<file path="config.mk">
export PLATFORM = sky130hd
export DESIGN_NAME = input_conditioner_flat
export DESIGN_NICKNAME = d
export VERILOG_FILES = /design/src/rtl/input_conditioner_if.sv /design/src/rtl/input_conditioner.sv /design/src/flat_wrapper.sv
export SDC_FILE = /design/constraint.sdc
export NUM_CORES = 1
export LEC_CHECK = 0
export CAP_MARGIN = 20
export CORE_MARGIN = 4
export CORE_UTILIZATION = 30
export DETAILED_ROUTE_END_ITERATION = 10
export MAX_ROUTING_LAYER = met4
export SYNTH_ARGS = -nofsm -noshare
export SYNTH_HDL_FRONTEND = slang
export SYNTH_SLANG_ARGS = --single-unit
</file>
<file path="constraint.sdc">
create_clock -name clk -period 3 [get_ports clk]
set_clock_uncertainty 0.1 [all_clocks]
set_input_delay 0.3 -clock clk [delete_from_list [all_inputs] [get_ports clk]]
set_output_delay 0.3 -clock clk [all_outputs]
set_load 0.01 [all_outputs]
</file>
<file path="src/rtl/input_conditioner_if.sv">
// User-input bundle between the raw board pins, the conditioner and the
// data-memory peripheral read path.
interface input_conditioner_if;
  logic       key_n;
  logic [9:0] sw_raw;
  logic       clr;
  logic [9:0] switches;
  logic       button;
  logic       btn_level;
  logic       btn_rise;

  modport master (
    output key_n, sw_raw, clr,
    input  switches, button, btn_level, btn_rise
  );

  modport slave (
    input  key_n, sw_raw, clr,
    output switches, button, btn_level, btn_rise
  );
endinterface

</file>
<file path="src/rtl/input_conditioner.sv">
// Synchronizes the slide switches and debounces the active-low pushbutton
// into a level, a press pulse and a sticky "enter" flag cleared by software.
module input_conditioner #(
  parameter int DEBOUNCE_CYCLES = 500000,
  parameter int CNT_W           = 20
) (
  input logic               clk,
  input logic               reset_n,
  input_conditioner_if.slave io
);

  typedef enum logic [1:0] {
    ST_RELEASED,
    ST_PRESS_WAIT,
    ST_PRESSED,
    ST_RELEASE_WAIT
  } state_t;

  localparam logic [CNT_W-1:0] LP_CNT_MAX = CNT_W'(DEBOUNCE_CYCLES - 1);

  logic             r_key_s1;
  logic             r_key_s2;
  logic [9:0]       r_sw_s1;
  logic [9:0]       r_sw_s2;
  state_t           r_state;
  logic [CNT_W-1:0] r_cnt;
  logic             r_btn_level;
  logic             r_btn_rise;
  logic             r_button;

  state_t           w_state_next;
  logic [CNT_W-1:0] w_cnt_next;
  logic             w_rise_next;
  logic             w_level_next;
  logic             w_p;

  // Two-flop synchronizers; the key idles at the released (high) level.
  always_ff @(posedge clk or negedge reset_n) begin
    if (!reset_n) begin
      r_key_s1 <= 1'b1;
      r_key_s2 <= 1'b1;
      r_sw_s1  <= '0;
      r_sw_s2  <= '0;
    end else begin
      r_key_s1 <= io.key_n;
      r_key_s2 <= r_key_s1;
      r_sw_s1  <= io.sw_raw;
      r_sw_s2  <= r_sw_s1;
    end
  end

  assign w_p = ~r_key_s2;

  always_comb begin
    w_state_next = r_state;
    w_cnt_next   = r_cnt;
    w_rise_next  = 1'b0;
    unique case (r_state)
      ST_RELEASED: begin
        if (w_p) begin
          w_state_next = ST_PRESS_WAIT;
          w_cnt_next   = '0;
        end
      end
      ST_PRESS_WAIT: begin
        if (!w_p) begin
          w_state_next = ST_RELEASED;
          w_cnt_next   = '0;
        end else if (r_cnt == LP_CNT_MAX) begin
          w_state_next = ST_PRESSED;
          w_cnt_next   = '0;
          w_rise_next  = 1'b1;
        end else begin
          w_cnt_next = r_cnt + 1'b1;
        end
      end
      ST_PRESSED: begin
        if (!w_p) begin
          w_state_next = ST_RELEASE_WAIT;
          w_cnt_next   = '0;
        end
      end
      ST_RELEASE_WAIT: begin
        if (w_p) begin
          w_state_next = ST_PRESSED;
          w_cnt_next   = '0;
        end else if (r_cnt == LP_CNT_MAX) begin
          w_state_next = ST_RELEASED;
          w_cnt_next   = '0;
        end else begin
          w_cnt_next = r_cnt + 1'b1;
        end
      end
      default: begin
        w_state_next = ST_RELEASED;
        w_cnt_next   = '0;
      end
    endcase
  end

  // Level follows the next state so it flips on the same edge as the FSM.
  assign w_level_next = (w_state_next == ST_PRESSED) ||
                        (w_state_next == ST_RELEASE_WAIT);

  always_ff @(posedge clk or negedge reset_n) begin
    if (!reset_n) begin
      r_state     <= ST_RELEASED;
      r_cnt       <= '0;
      r_btn_level <= 1'b0;
      r_btn_rise  <= 1'b0;
      r_button    <= 1'b0;
    end else begin
      r_state     <= w_state_next;
      r_cnt       <= w_cnt_next;
      r_btn_level <= w_level_next;
      r_btn_rise  <= w_rise_next;
      // A visible rise pulse also sets, so an ack landing on it loses.
      r_button    <= w_rise_next | r_btn_rise | (r_button & ~io.clr);
    end
  end

  assign io.switches  = r_sw_s2;
  assign io.button    = r_button;
  assign io.btn_level = r_btn_level;
  assign io.btn_rise  = r_btn_rise;

endmodule

</file>
<file path="src/flat_wrapper.sv">
// flat-port wrapper written by rule: the top's interface ports become plain ports
module input_conditioner_flat 
#(
  parameter int DEBOUNCE_CYCLES = 500000,
  parameter int CNT_W           = 20
)
  (clk, reset_n, io_key_n, io_sw_raw, io_clr, io_switches, io_button, io_btn_level, io_btn_rise);
  input_conditioner_if io_i ();
  input logic clk;
  input logic reset_n;
  input wire logic [$bits(io_i.key_n)-1:0] io_key_n;
  input wire logic [$bits(io_i.sw_raw)-1:0] io_sw_raw;
  input wire logic [$bits(io_i.clr)-1:0] io_clr;
  output wire logic [$bits(io_i.switches)-1:0] io_switches;
  output wire logic [$bits(io_i.button)-1:0] io_button;
  output wire logic [$bits(io_i.btn_level)-1:0] io_btn_level;
  output wire logic [$bits(io_i.btn_rise)-1:0] io_btn_rise;
  assign io_i.key_n = io_key_n;
  assign io_i.sw_raw = io_sw_raw;
  assign io_i.clr = io_clr;
  assign io_switches = io_i.switches;
  assign io_button = io_i.button;
  assign io_btn_level = io_i.btn_level;
  assign io_btn_rise = io_i.btn_rise;
  input_conditioner #(.DEBOUNCE_CYCLES(DEBOUNCE_CYCLES), .CNT_W(CNT_W)) u_core (.clk(clk), .reset_n(reset_n), .io(io_i));
endmodule
</file>
==> key figures, run 1 <==
Finish
  • Footprint of the multi-input gates: ~670 sq um
  • Post-Route Utilization: 39.10%
  • Layout cells sized above 1: 7.463%
  • Diodes inserted: 0
  • Finished layout cell area: 2370 sq um
  • Fillers: slightly below 600
  • Area growth syn-to-layout: 23.95%
  • Storage element area: 1179 sq um
  • Final nets: around 220

Power
  • Max IR drop VDD: 0.0002488 V
  • Switch Pwr: 0.2587 mW
  • Comb power frac: under 10%
  • Pwr dens: around 480 nW/um^2
  • Power share of the sequential group: 58.1%
  • Lkg Pwr: 0.9932 nW
  • Switching Share: 22.77%
  • Int Pwr: 0.8773 mW
  • Clock Power Share: a little over a third

Synth
  • Avg Inst Size Synth: 11.31 sq um
  • Share of the synthesized area in the top cell type: 58.90%
  • Leading area contributor after synthesis: dfrtp_1
  • Mapped Cells: 169
  • Seq/Total Area, Yosys: between 60% and 70%
  • Top FF cell, synth: dfrtp_1
  • Post-synth EDFFs: 0
  • Yosys cell types: 33
  • Synth warn: 0
  • Ys async rst share: between 90% and 100%
  • Synth top area cells: dfrtp_1 (59%), nand3_1 (3.7%), mux2i_1 (3.1%)
  • Most frequent cell after synthesis: dfrtp_1
  • Post-Syn Area: 1912 sq um
  • Synth Register Bits: 47
  • Synth Net Count: 184
  • Post-synth top cells: dfrtp_1 (45), nand3_1 (14), nand2_1 (12)

Global route
  • GRT Total Usage: 11.42%
  • Total grt overflow: 0
  • First-pass GRT wire length: 6.548 mm
  • Largest net degree at the start of global routing: 48
  • Vias in the first global route: 1379
  • Initial antenna violation count: 0

Timing
  • Final hold violations: 0
  • Crit path time final: 2.213 ns
  • Final Cycle Share: 73.75%
  • Sum Neg Setup Slack: 0 ns
  • Final setup vio count: 0
  • Slew Limit Headroom: 66.73%
  • RSZ-0062 raised after global routing: false
  • WHS: 0.2526 ns
  • Worst-Margin Slew: 0.4946 ns
  • Highest clock rate: 452.0 MHz
  • Pins over their slew limit: 0

Floorplan
  • Ports: 27
  • Die width: 87.83 um
  • Chip height: 87.83 um
  • Starting Density: between 30% and 40%
  • Core ar.: 6061 sq um
  • Rows: 28
  • Full die area: roughly 7700 sq um

Route
  • Via count: 1381
  • Iter 0 DRT Violations: 164
  • Drt pass-1 iters: 4
  • Wire per inst: 13.46 um
  • Drt via density: ~5
  • Post-route ant nets: 0
  • Drt total wl: about 3.7 mm
  • DRC: 0

Status
  • Status: complete, no violations

Critical path
  • Worst Path Required: 3.09 ns
  • WP data arrival: 2.31 ns
  • CP Class: reg2reg
  • CP Max Fanout: 23
  • CP Launch Type: flip-flop
  • Crit end category: flip-flop

Placed design
  • Cell Area, Placed: 2241 sq um
  • I/O Buffers: 26
  • RD Place Congestion: between 0.8 and 0.9
  • Post-DP HPWL: 2.554 mm

Clocking
  • CTS buffer count: 5
  • Maximum buffer depth of the clock tree: 2
  • CTS tree: built
  • Worst skew pair latency: 0.30 ns
  • Clock Sinks: 47
  • Root Buffer: clkbuf_8
  • Clk pin slew, worst setup/hold paths: 0.09 ns
  • Post-cts resize count: 0
  • CTS HTree Levels: 2

Min path
  • Hold Path Class: reg2reg

Job
  • Max Cap Viol: 0
[stage by stage]
step           instances  total power, mW  setup WS [ns]
2_1_floorplan        169           0.6963         0.9471
3_5_place_dp         266           0.7442         0.8144
5_1_grt              276            1.190         0.5123
4_1_cts              274            1.150         0.7983
3_3_place_gp         266           0.7426         0.8560
6_report             276            1.136         0.7875
[layout make-up]
class	instances	share of cell area (%)
Sequential cell	47	49.74
Inverter	9	1.426
Clock buffer	6	3.485
Clock inverter	2	0.6864
Timing Repair Buffer	29	12.35
Tap cell	75	3.960
Multi-Input combinational cell	108	28.35
[cells by family (layout without fill, tap and decap cells)]
group / after synthesis / after routing / share of synthesized area, %
and+or+nand+nor: 65 / 65 / 18.26
buffers and inverters: 14 / 46 / 3.206
adders and majority gates: 1 / 1 / 0.6543
DFF: 47 / 47 / 61.65
AOI/OAI and AO/OA: 29 / 29 / 9.751
muxes: 7 / 7 / 3.730
xor gates and xnor gates: 6 / 6 / 2.749
[power groups by stage]
stage               clock network (mW)  logic, mW  registers [mW]
global placement                     0     0.0710           0.672
CTS                              0.418     0.0713           0.661
detailed placement                   0     0.0711           0.673
global route                     0.446     0.0819           0.663
floorplan                            0     0.0210           0.675
finish                           0.402     0.0735           0.660
[final timing paths]
check                           slack, ns                         endpoint                        start  cells past startpoint
max in group asynchronous            1.87        u_core.r_key_s2$_DFF_PN1_                      reset_n                      3
min in group asynchronous            0.36      u_core.r_sw_s1[8]$_DFF_PN0_                      reset_n                      2
worst max-delay path                 0.79      u_core.r_cnt[0]$_DFFE_PN0P_  u_core.r_cnt[5]$_DFFE_PN0P_                      4
worst min-delay path                 0.25  u_core.io.switches[4]$_DFF_PN0_  u_core.r_sw_s1[4]$_DFF_PN0_                      0
worst max register to register       0.79      u_core.r_cnt[0]$_DFFE_PN0P_  u_core.r_cnt[5]$_DFFE_PN0P_                      4
worst min register to register       0.25  u_core.io.switches[4]$_DFF_PN0_  u_core.r_sw_s1[4]$_DFF_PN0_                      0
[worst max-delay path, cell delays in order, from the launching register on]
cell	delay [ns]
dfrtp_1	0.44
or4_1	0.56
or3_1	0.32
o21a_2	0.35
mux2_2	0.32
[repair_timing]
item                                    4_1_cts  5_1_grt
hold buffers                                  0        1
buffers inserted                              0        0
endpoints found under the hold margin         0       18
endpoints found under the setup margin        0        0
[routing by layer]
metal / global-route usage (%) / vias to the layer above / routed length (um)
met4: 5.300 / 0 / 96
met1: 14.13 / 676 / 1686
met3: 3.951 / 7 / 158
li1: - / 669 / -
met5: - / - / 0
met2: 16.71 / 29 / 1774
[flip-flops by register name, indices dropped and copies added (netlist names)]
name and flops:
u_core.r_state 2, u_core.io.btn_level 1, u_core.r_cnt 20, u_core.io.button 1, u_core.r_key_s1 1, u_core.io.btn_rise 1, u_core.r_key_s2 1, u_core.io.switches 10
u_core.r_sw_s1 10
[placed cells by master, fill, tap and decap left out, drive strengths merged, types with 3 or more instances in the layout]
cell,synthesis,final
xnor2,4,4
buf,2,3
clkbuf,3,6
or3,6,6
clkdlybuf4s50,0,25
and3,3,3
mux2i,6,6
nand3,14,14
a22o,6,6
nand4,8,8
inv,9,9
nand2,12,12
nor2,6,6
o21ai,7,7
nor4,6,6
a21oi,10,10
dfrtp,45,45
(Power assumes the default switching activity.)
==> run 2: changes to the inputs <==
==> constraint.sdc (replaced) <==
create_clock -name clk -period 2.3 [get_ports clk]
set_clock_uncertainty 0.1 [all_clocks]
set_input_delay 0.23 -clock clk [delete_from_list [all_inputs] [get_ports clk]]
set_output_delay 0.23 -clock clk [all_outputs]
set_load 0.01 [all_outputs]
==> key figures, run 2 (synthesis results as in run 1) <==
Critical path
  • R2r worst-path depth: 4 (unchanged)
  • Crit-path max cell delay: 0.55 ns (about the same)
  • CP Launch Type: flip-flop
  • R2R Path End: u_core.r_cnt[0]$_DFFE_PN0P_
  • CP Class: reg2reg
  • Worst Path Required: 2.39 ns (-0.70 ns)
  • CP Max Fanout: 23 (unchanged)
  • Reg-to-Reg Start: u_core.r_cnt[5]$_DFFE_PN0P_
  • Worst path slowest cell: or4_1
  • Worst reg2reg setup slack: 0.17 ns (-0.62 ns)
  • Top delay family on crit path: simple AND/OR/NAND/NOR gates
  • Buffers and inverters on the worst path: 0 (unchanged)
  • WP data arrival: 2.22 ns (-0.09 ns)
  • Crit end category: flip-flop
  • Critical path, cell by cell: or4_1, or3_1, o21a_4, mux2_2

Placed design
  • Post-DP HPWL: 2.701 mm (+5.7%)
  • Dpl ws: 0.1502 ns (-0.6642 ns)
  • Placed cell count: 273 (+2.6%)
  • I/O Buffers: 26 (unchanged)
  • RD Place Congestion: 0.8395 (-0.29%)

Job
  • Max Cap Viol: 0 (unchanged)

Clocking
  • CTS HTree Levels: 2 (unchanged)
  • CTS buffer count: 5 (unchanged)
  • CTS tree: built
  • Clk pin slew, worst setup/hold paths: 0.09 ns (about the same)
  • Root Buffer: clkbuf_8
  • Worst skew pair latency: 0.30 ns (about the same)
  • Maximum buffer depth of the clock tree: 2 (unchanged)
  • Clock Sinks: 47 (unchanged)

Global route
  • GRT Total Usage: 11.43% (+0.013 points)
  • First-pass GRT wire length: 6.665 mm (+1.8%)
  • Largest net degree at the start of global routing: 33 (-31%)
  • Initial antenna violation count: 0 (unchanged)
  • Vias in the first global route: 1424 (+3.3%)
  • Total grt overflow: 0 (unchanged)

Timing
  • Highest clock rate: 468.8 MHz (+3.7%)
  • Final Cycle Share: 92.75% (+19 points)
  • Final hold violations: 0 (unchanged)
  • RSZ-0062 raised after global routing: false
  • Pins over their slew limit: 0 (unchanged)
  • Final setup vio count: 0 (unchanged)
  • Crit path time final: 2.133 ns (-0.07927 ns)
  • Worst-Margin Slew: 0.6829 ns (+0.1883 ns)
  • Slew Limit Headroom: 54.47% (-12 points)
  • Sum Neg Setup Slack: 0 ns (unchanged)
  • Final setup margin: 0.1667 ns (-0.6207 ns)

Floorplan
  • Full die area: 7714 sq um (unchanged)
  • Starting Density: 31.54% (unchanged)
  • Rows: 28 (unchanged)
  • Chip height: 87.83 um (unchanged)
  • Die width: 87.83 um (unchanged)
  • Core ar.: 6061 sq um (unchanged)
  • Ports: 27 (unchanged)

Min path
  • Hold Path Origin: io_key_n
  • Hold path endpoint: u_core.r_key_s1$_DFF_PN1_
  • Hold depth: 1 (+1)
  • Hold Path Class: in2reg

Route
  • Drt pass-1 iters: 5 (+1)
  • Iter 0 DRT Violations: 76 (-54%)
  • Drt via density: 5.018 (+0.28%)
  • Post-route ant nets: 0 (unchanged)
  • DRC: 0 (unchanged)
  • Drt total wl: 3.916 mm (+5.4%)
  • Wire per inst: 13.89 um (+3.1%)
  • Via count: 1415 (+2.5%)

Finish
  • Storage element area: 1179 sq um (unchanged)
  • Layout cells sized above 1: 10.63% (+3.2 points)
  • Commonest cells after routing, fill and taps aside: dfrtp_1 (45), clkdlybuf4s50_1 (25), nand3_1 (14), nand2_1 (12), a21oi_1 (10)
  • Most flops, register: u_core.r_cnt
  • Footprint of the multi-input gates: 684.4 sq um (+1.9%)
  • Commonest non-fill, non-tap cell in the layout: dfrtp_1
  • Post-Route Utilization: 39.84% (+0.74 points)
  • Max reg flops: 20 (unchanged)
  • Diodes inserted: 0 (unchanged)
  • Fin cells: 282 (+2.2%)
  • Fillers: 607 (+2.7%)
  • Area growth syn-to-layout: 26.31%
  • Final nets: 221 (+2.8%)

Status
  • Status: complete, no violations

Power
  • Lkg Pwr: 1.020 nW (+2.7%)
  • Pwr dens: 616.7 nW/um^2 (+29%)
  • Max IR drop VDD: 0.0003900 V (+57%)
## run 2: cell types whose count changed in the layout (fill, tap and decap cells not counted), sizes merged
cell,before,now
buf,3,9
## run 2: area by class of cell
type,instances,share of cell area (%)
clock buffer,6,3.420
clock inverter,2,0.6736
inverter,9,1.399
multi-input combinational,108,28.34
sequential,47,48.81
tap,75,3.886
timing repair buffer,35,13.47
## run 2: worst max path at each step
stage	from	endpoint	slack, ns	cells after the start
after detailed placement	u_core.r_cnt[5]$_DFFE_PN0P_	u_core.r_cnt[0]$_DFFE_PN0P_	0.15	4
after floorplan	u_core.r_cnt[5]$_DFFE_PN0P_	u_core.r_cnt[0]$_DFFE_PN0P_	0.25	5
after global routing	u_core.r_cnt[5]$_DFFE_PN0P_	u_core.r_cnt[0]$_DFFE_PN0P_	0.07	4
after global placement	u_core.r_cnt[5]$_DFFE_PN0P_	u_core.r_cnt[0]$_DFFE_PN0P_	0.16	4
final	u_core.r_cnt[5]$_DFFE_PN0P_	u_core.r_cnt[0]$_DFFE_PN0P_	0.17	4
after CTS	u_core.r_cnt[5]$_DFFE_PN0P_	u_core.r_cnt[0]$_DFFE_PN0P_	0.11	4
## run 2: repair_timing
action	in CTS	in global routing
setup buffers	0	0
endpoints found under the setup margin	0	5
gates resized for setup	0	2
hold buffers	1	0
endpoints found under the hold margin	28	0
## run 2: where the power goes
part / switching, mW / internal (mW) / total, mW / leakage [nW]
sequential: 0.00987 / 0.850 / 0.860 / 0.600
clock: 0.283 / 0.246 / 0.529 / 0.0474
combinational: 0.0506 / 0.0500 / 0.101 / 0.373
total: 0.343 / 1.15 / 1.49 / 1.02
## run 2: per-stage QoR
stage	hold WS, ns	total power, mW	instance area [sq um]
2_1_floorplan	-0.1656	0.9082	1912
3_3_place_gp	0.2177	0.9743	2293
3_5_place_dp	0.2104	0.9775	2293
4_1_cts	0.2368	1.510	2402
5_1_grt	0.2351	1.558	2415
6_report	0.2444	1.489	2415
## run 2: layer usage
layer  wire, um  part of all wire (%)  vias up  GRT usage, %
met3        153                   3.9        4         2.070
met1       1730                    44      691         13.87
met4         52                   1.3        0         5.300
li1           -                     -      684             -
met2       1979                    51       36         18.42
met5          0                     0        -             -
